## src/rtl/lift_controller.sv

```systemverilog
// Three-floor SCAN lift controller: latches floor calls, moves one floor per hop, dwells at served floors.
// Latency: one cycle from a call pulse to the decision that uses it; there is no backpressure, calls are always accepted.
module lift_controller #(
  parameter int TRAVEL_CYCLES = 2,
  parameter int DOOR_CYCLES   = 1
) (
  input  logic       clk,
  input  logic       reset,
  input  logic [2:0] dstn,
  output logic       at_floor1,
  output logic       at_floor2,
  output logic       at_floor3
);

  localparam int TW = (TRAVEL_CYCLES > 1) ? $clog2(TRAVEL_CYCLES) : 1;
  localparam int DW = (DOOR_CYCLES > 1) ? $clog2(DOOR_CYCLES) : 1;
  localparam logic [TW-1:0] TRAVEL_LOAD = TW'(TRAVEL_CYCLES - 1);
  localparam logic [DW-1:0] DOOR_LOAD   = DW'(DOOR_CYCLES - 1);

  typedef enum logic [1:0] {
    S_IDLE,
    S_MOVE_UP,
    S_MOVE_DOWN,
    S_DOOR_OPEN
  } state_t;

  state_t        r_state;
  logic [1:0]    r_pos;
  logic          r_dir_up;
  logic [2:0]    r_pending;
  logic [TW-1:0] r_travel_cnt;
  logic [DW-1:0] r_door_cnt;
  logic [2:0]    r_at;

  state_t        w_state_nxt;
  logic [1:0]    w_pos_nxt;
  logic          w_dir_up_nxt;
  logic [2:0]    w_clear;
  logic [2:0]    w_pending_nxt;
  logic [TW-1:0] w_travel_cnt_nxt;
  logic [DW-1:0] w_door_cnt_nxt;
  logic [2:0]    w_at_nxt;

  logic          w_here;
  logic          w_above;
  logic          w_below;
  logic [1:0]    w_arr_pos;
  logic          w_arr_here;
  logic          w_arr_further;
  state_t        w_dec_state;
  logic          w_dec_dir_up;
  logic [2:0]    w_dec_clear;

  // Request summaries relative to the car, plus the idle-style SCAN decision.
  always_comb begin
    w_here  = 1'b0;
    w_above = 1'b0;
    w_below = 1'b0;
    case (r_pos)
      2'd0: begin
        w_here  = r_pending[0];
        w_above = |r_pending[2:1];
      end
      2'd1: begin
        w_here  = r_pending[1];
        w_above = r_pending[2];
        w_below = r_pending[0];
      end
      default: begin
        w_here  = r_pending[2];
        w_below = |r_pending[1:0];
      end
    endcase

    w_arr_pos     = (r_state == S_MOVE_UP) ? (r_pos + 2'd1) : (r_pos - 2'd1);
    w_arr_here    = 1'b0;
    w_arr_further = 1'b0;
    case (w_arr_pos)
      2'd0:    w_arr_here = r_pending[0];
      2'd1: begin
        w_arr_here    = r_pending[1];
        w_arr_further = (r_state == S_MOVE_UP) ? r_pending[2] : r_pending[0];
      end
      default: w_arr_here = r_pending[2];
    endcase

    w_dec_state  = S_IDLE;
    w_dec_dir_up = r_dir_up;
    w_dec_clear  = 3'b000;
    if (w_here) begin
      w_dec_state = S_DOOR_OPEN;
      w_dec_clear = 3'b001 << r_pos;
    end else if (w_above && (r_dir_up || !w_below)) begin
      w_dec_state  = S_MOVE_UP;
      w_dec_dir_up = 1'b1;
    end else if (w_below) begin
      w_dec_state  = S_MOVE_DOWN;
      w_dec_dir_up = 1'b0;
    end
  end

  always_comb begin
    w_state_nxt      = r_state;
    w_pos_nxt        = r_pos;
    w_dir_up_nxt     = r_dir_up;
    w_clear          = 3'b000;
    w_travel_cnt_nxt = r_travel_cnt;
    w_door_cnt_nxt   = r_door_cnt;
    case (r_state)
      S_MOVE_UP, S_MOVE_DOWN: begin
        if (r_travel_cnt != '0) begin
          w_travel_cnt_nxt = r_travel_cnt - 1'b1;
        end else begin
          w_pos_nxt = w_arr_pos;
          if (w_arr_here) begin
            w_state_nxt    = S_DOOR_OPEN;
            w_clear        = 3'b001 << w_arr_pos;
            w_door_cnt_nxt = DOOR_LOAD;
          end else if (w_arr_further) begin
            w_travel_cnt_nxt = TRAVEL_LOAD;
          end else begin
            w_state_nxt = S_IDLE;
          end
        end
      end
      S_DOOR_OPEN: begin
        if (w_here) begin
          w_clear        = 3'b001 << r_pos;
          w_door_cnt_nxt = DOOR_LOAD;
        end else if (r_door_cnt != '0) begin
          w_door_cnt_nxt = r_door_cnt - 1'b1;
        end else begin
          w_state_nxt      = w_dec_state;
          w_dir_up_nxt     = w_dec_dir_up;
          w_clear          = w_dec_clear;
          w_travel_cnt_nxt = TRAVEL_LOAD;
          w_door_cnt_nxt   = DOOR_LOAD;
        end
      end
      default: begin
        w_state_nxt      = w_dec_state;
        w_dir_up_nxt     = w_dec_dir_up;
        w_clear          = w_dec_clear;
        w_travel_cnt_nxt = TRAVEL_LOAD;
        w_door_cnt_nxt   = DOOR_LOAD;
      end
    endcase
    w_pending_nxt = (r_pending | dstn) & ~w_clear;
  end

  always_comb begin
    w_at_nxt = 3'b001 << w_pos_nxt;
  end

  always_ff @(posedge clk) begin
    if (reset) begin
      r_state      <= S_IDLE;
      r_pos        <= 2'd0;
      r_dir_up     <= 1'b1;
      r_pending    <= 3'b000;
      r_travel_cnt <= '0;
      r_door_cnt   <= '0;
      r_at         <= 3'b001;
    end else begin
      r_state      <= w_state_nxt;
      r_pos        <= w_pos_nxt;
      r_dir_up     <= w_dir_up_nxt;
      r_pending    <= w_pending_nxt;
      r_travel_cnt <= w_travel_cnt_nxt;
      r_door_cnt   <= w_door_cnt_nxt;
      r_at         <= w_at_nxt;
    end
  end

  assign at_floor1 = r_at[0];
  assign at_floor2 = r_at[1];
  assign at_floor3 = r_at[2];

endmodule

```

## config.mk

```make
export PLATFORM = sky130hd
export DESIGN_NAME = lift_controller
export DESIGN_NICKNAME = d
export VERILOG_FILES = /design/src/rtl/lift_controller.sv
export SDC_FILE = /design/constraint.sdc
export NUM_CORES = 1
export LEC_CHECK = 0
export CAP_MARGIN = 20
export CORE_AREA = 2 2 41 43
export CTS_BUF_LIST = sky130_fd_sc_hd__clkbuf_4
export DETAILED_ROUTE_END_ITERATION = 12
export DIE_AREA = 0 0 43 45
export GPL_TIMING_DRIVEN = 1
export PLACE_DENSITY = 0.85
export SKIP_LAST_GASP = 1
export SYNTH_ARGS = -nofsm -noshare
export SYNTH_HDL_FRONTEND = slang
export SYNTH_SLANG_ARGS = --single-unit
```

## constraint.sdc

```tcl
create_clock -name clk -period 2 [get_ports clk]
set_input_delay 0.2 -clock clk [delete_from_list [all_inputs] [get_ports clk]]
set_output_delay 0.2 -clock clk [all_outputs]
set_load 0.03 [all_outputs]
```

Word level (Yosys, flattened, before mapping)
Index checks and enable logic that the tools add are counted.

Bitwise operators: 4. Add/sub/neg operators: 4. Reductions and logical operators: 12. Shifts and indexed selects: 3. Equal/unequal tests: 10. Mux-type cells: 41.

Operator list (count): $mux W2 (11); $mux W1 (16); $mux W3 (5); $pmux W1 S2 (7); $shl A1 B2 Y3 const A (3); $ne A2 B2 Y1 const B (4); $eq A2 B1 Y1 const B (3); $pmux W3 S2 (1); $reduce_or A2 Y1 (3); $eq A2 B2 Y1 const B (2); $logic_not A2 Y1 (2); $pmux W2 S2 (1); $reduce_and A2 Y1 (2); $reduce_and A4 Y1 (1); $and A3 B3 Y3 (1); $ne A3 B3 Y1 const B (1); $not A3 Y3 (1); $or A3 B3 Y3 (1); $reduce_and A3 Y1 (1); $add A2 B1 Y2 const B (1); $sub A1 B1 Y1 const B (2); $sub A2 B1 Y2 const B (1); $logic_and A1 B1 Y1 (1); $logic_not A1 Y1 (1); other kinds (2) (2).

Bits of input ports: 5. Word-level logic and storage cells: 81. Flip-flop bits (word level): 13. Output and inout port bits: 3.

Longest topological paths before layout
Gate-level depths: netlist of run 1.

Depth in word-level cells: 10. Mapped depth: 8. Gate-level depth less buffers: 6.

Least setup slack after synthesis of run 1
Ideal clock, no wire load.

Path kind: register to register. Start point: reg r_pos[0]. End point: reg r_state[0]. Arrival: 1.699 ns. Stages on the path, launching flop included: 8. Slack: 0.209 ns. Data required time: 1.908 ns. Setup time: 0.092 ns. Period minus slack after synthesis: 1.791 ns. Buffers on the path: 1. Cells stage by stage: dfxtp_1 -> buf_6 -> inv_1 -> ha_1 -> nand3b_1 -> a2111o_1 -> a31o_1 -> o32ai_1.

Longest elaborated chain between the ends: 10. Elaborated cells between the ends (all ways): 25.

Ends and longest elaborated chain: start, declared (RTL line 28) `logic [1:0] r_pos;`; start signal, assigned (RTL line 166) `r_pos <= w_pos_nxt;`; $eq A2 B1 Y1 or $logic_not A2 Y1 (tied branches) (RTL line 59) `case (r_pos)`; $pmux W1 S2 (RTL line 59); $logic_not A1 Y1 (RTL line 93) `end else if (w_above && (r_dir_up || !w_below)) begin`; $logic_or A1 B1 Y1 (RTL line 93); $logic_and A1 B1 Y1 (RTL line 93); $mux W2 (RTL line 93); $mux W2 (RTL line 90) `if (w_here) begin`; $mux W2 (RTL line 130) `end else if (r_door_cnt != '0) begin`; $mux W2 (RTL line 127) `if (w_here) begin`; $pmux W2 S2 (RTL line 109) `case (r_state)`; end signal, assigned (RTL line 165) `r_state <= w_state_nxt;`; end, declared (RTL line 27) `state_t r_state;`.

Several ways; a longest one is shown, not always the timed one. The select of a mux whose other input is x is not followed. A chain may end at the register's enable or synchronous reset.

Worst setup path after layout of run 1
Start point: reg r_pos[0]. End point: reg r_state[1].

Same word-level chain as after synthesis.

==> flow_metrics.tcl, run 1 <==
set metrics [dict create \
    outcome "completed" \
    syn_area_per_cell_sq_um 8.77 \
    wl_per_cell_um 12.7 \
    start_kind "flip-flop" \
    numPortBuffers 7 \
    vias 663 \
    powerDensity_nw_per_um2 1590 \
    synth_cell_types 35 \
    clock_latency_ps 280 \
    cts_sinks 12 \
    row_count 14 \
    wirelength_um 1450 \
    worstHoldPathType "in -> reg" \
    r2r-start "r_pos[0]" \
    peakVddDrop_uv 926 \
    critPathCaptureType "flip-flop" \
    timing.reg2reg.setup_slack_ps 170 \
    max_freq_ghz 0.546 \
    ys_seq_elements 12 \
    fill_cells 130 \
    vias_per_cell 5.82 \
    coreArea_sq_um 1470 \
    path_cells "buf_4 -> ha_1 -> a22o_1 -> or3_1 -> a31oi_1 -> o32ai_1" \
    rsz0062_at_grt "no" \
    grt_max_degree 12 \
    synth_edf_count 0 \
    cp_slowest_stage_delay_ps 380 \
    initial_core_util_pct 54.3 \
    drc_errors 0 \
    syn-cell-area_sq_um 798 \
    cts_setup_buffers 0 \
    first_pass_iters 4 \
    cts_tree "yes" \
    finalSetupViolCount 0 \
    reg2reg_depth 6 \
    max-slew-margin-rel_pct 73.3 \
    crit_required_ps 2170 \
    area_growth_syn_to_layout_pct 8.46 \
    hold_path_startpoint "dstn[2]" \
    cts_hold_buf 0 \
    synthTopCellsByArea "dfxtp_1 (30%), ha_1 (9.4%), nor2_1 (6.1%)" \
    fin_skew_ps 1.44 \
    cts_buffer_depth 2 \
    ant_nets 0 \
    finalCriticalPeriod_ps 1830 \
    fin_nets 110 \
    yosysWarnings 0 \
    clk_pin_slew_ps 70 \
    tns_ps 0 \
    hold_depth 3 \
    gp_congestion 0.827 \
    n_antenna_cell 0 \
    grt_pass1_wl_um 2580 \
    dieArea_sq_um 1940 \
    chipHeight_um 45 \
    drive_gt1_share_pct 11.2 \
    fin_util_pct 58.8 \
    ios 8 \
    hpwl_um 1110 \
    hold_viol 0 \
    grtUsageTotal_pct 18.0 \
    synth_area_leader_cell "dfxtp_1" \
    syn_nets 102 \
    cts_max_level 1 \
    cts_root_buf "clkbuf_4" \
    tightest_slew_ps 398 \
    total_leakage_power_uw 0.000354 \
    synthArstFlopShare_pct 0 \
    ys.flop_type "dfxtp_1" \
    synth_top_cell_area_share_pct 30.1 \
    ctsResizeCount 0 \
    grt_overflow_total 0 \
    drv_cap 0 \
    critical_path_class "reg -> reg" \
    die_w_um 43 \
    hold_path_end "r_pending[2]" \
    numCtsBuffers 3 \
    grt_antenna_before_repair 0 \
    synth_seq_area_share_pct 30.1 \
    r2r-end "r_state[1]" \
    maxSlewViolCount 0 \
    synthesis.instances 91 \
    crit_arrival_ps 2000 \
    grt_pass1_vias 610 \
    slowest_stage "or3_1" \
    drt_iter0_drc 19 \
    period_share_pct 91.6 \
    path_max_fanout 8 \
]
kinds of logic (layout without fill, tap and decap cells):
family | Yosys count | after routing | synth area share [%]
and+or+nand+nor | 30 | 30 | 19.1
AOI/OAI and AO/OA | 25 | 25 | 23.0
buffers and inverters | 13 | 20 | 11.3
DFF | 12 | 12 | 30.1
adders and majority gates | 6 | 6 | 9.40
muxes | 3 | 3 | 3.92
xor gates and xnor gates | 2 | 2 | 3.14
cell usage in the layout (no fill, tap or decap), types with 2 or more instances in the layout:
master           instances
nor2_1                  13
dfxtp_1                 12
inv_1                    7
clkdlybuf4s50_1          7
ha_1                     6
a21oi_1                  4
o21ai_0                  4
nand2_1                  4
nand2b_1                 3
a31oi_1                  3
clkbuf_4                 3
a22o_1                   2
nand3b_1                 2
a311oi_1                 2
mux2i_1                  2
and2_1                   2
o32ai_1                  2
buf_4                    2
flip-flops by register name (all words and copies together) (netlist names):
register / count
r_pos: 2
r_pending: 3
r_dir_up: 1
r_at: 3
r_travel_cnt: 1
r_state: 2
cells in the mapped netlist (all sizes together), types with 2 or more instances:
cell type	n
a21oi	4
a22o	2
a311oi	2
a31o	2
a31oi	3
and2	2
buf	4
clkbuf	2
dfxtp	12
ha	6
inv	7
mux2i	2
nand2	4
nand2b	3
nand3b	2
nor2	13
o21ai	5
o32ai	2
xnor2	2
metrics by stage:
stage          instances  hold slack (ps)  total power (uW)  setup WS (ps)  instance area, sq um
2_1_floorplan         91              363              1080            209                   798
3_3_place_gp         110              506              1200            200                   840
3_5_place_dp         110              519              1220            197                   840
4_1_cts              114              505              1380            178                   866
5_1_grt              114              553              1500           31.8                   866
6_report             114              522              1370            168                   866
critical path: cells and delay by family (launching register included):
family | cells | cell delay, ps
adders and majority gates | 1 | 300
AOI/OAI and AO/OA | 3 | 570
and+or+nand+nor | 1 | 380
buffers and inverters | 1 | 160
DFF | 1 | 310
worst max-delay path by stage:
stage / startpoint / end / slack (ps) / cells after the start
finish: r_pos[0] / r_state[1] / 170 / 6
global route: r_pos[1] / r_state[0] / 30 / 6
CTS: r_pos[1] / r_state[0] / 180 / 6
detailed placement: r_pos[1] / r_state[0] / 200 / 6
global placement: r_pos[0] / r_state[1] / 200 / 6
floorplan: r_pos[0] / r_state[0] / 210 / 7
layer usage:
metal	routed length [um]	global-route usage (%)	vias up
met1	682	23.4	303
li1	-	-	335
met5	0	0	-
met4	42	13.9	0
met2	651	26.4	20
met3	74	3.60	5
layout make-up:
type / instances / area [sq um] / area share (%)
clock buffers: 3 / 22.5 / 2.60
clock inverters: 1 / 3.75 / 0.434
inverters: 7 / 26.3 / 3.03
multi-input cells: 66 / 468 / 54.0
flip-flops and latches: 12 / 240 / 27.7
well taps: 16 / 20.0 / 2.31
repair buffers: 9 / 85.1 / 9.83
report_power, final:
| part | internal, uW | total, uW | switching (uW) |
|---|---|---|---|
| combinational | 377 | 827 | 450 |
| clock | 72.4 | 155 | 82.1 |
| sequential | 326 | 391 | 64.7 |
(Power assumes the default switching activity.)
==> run 2: changes to the inputs <==
Settings changed: CTS_CLUSTER_DIAMETER set to 60.
==> results of run 2 <==
The final DEF is identical to that of run 1; final timing and power are the same.
==> run 3: changes to the inputs <==
Settings changed: HOLD_SLACK_MARGIN set to 0.15.
==> results of run 3 <==
The final DEF is identical to that of run 1; final timing and power are the same.
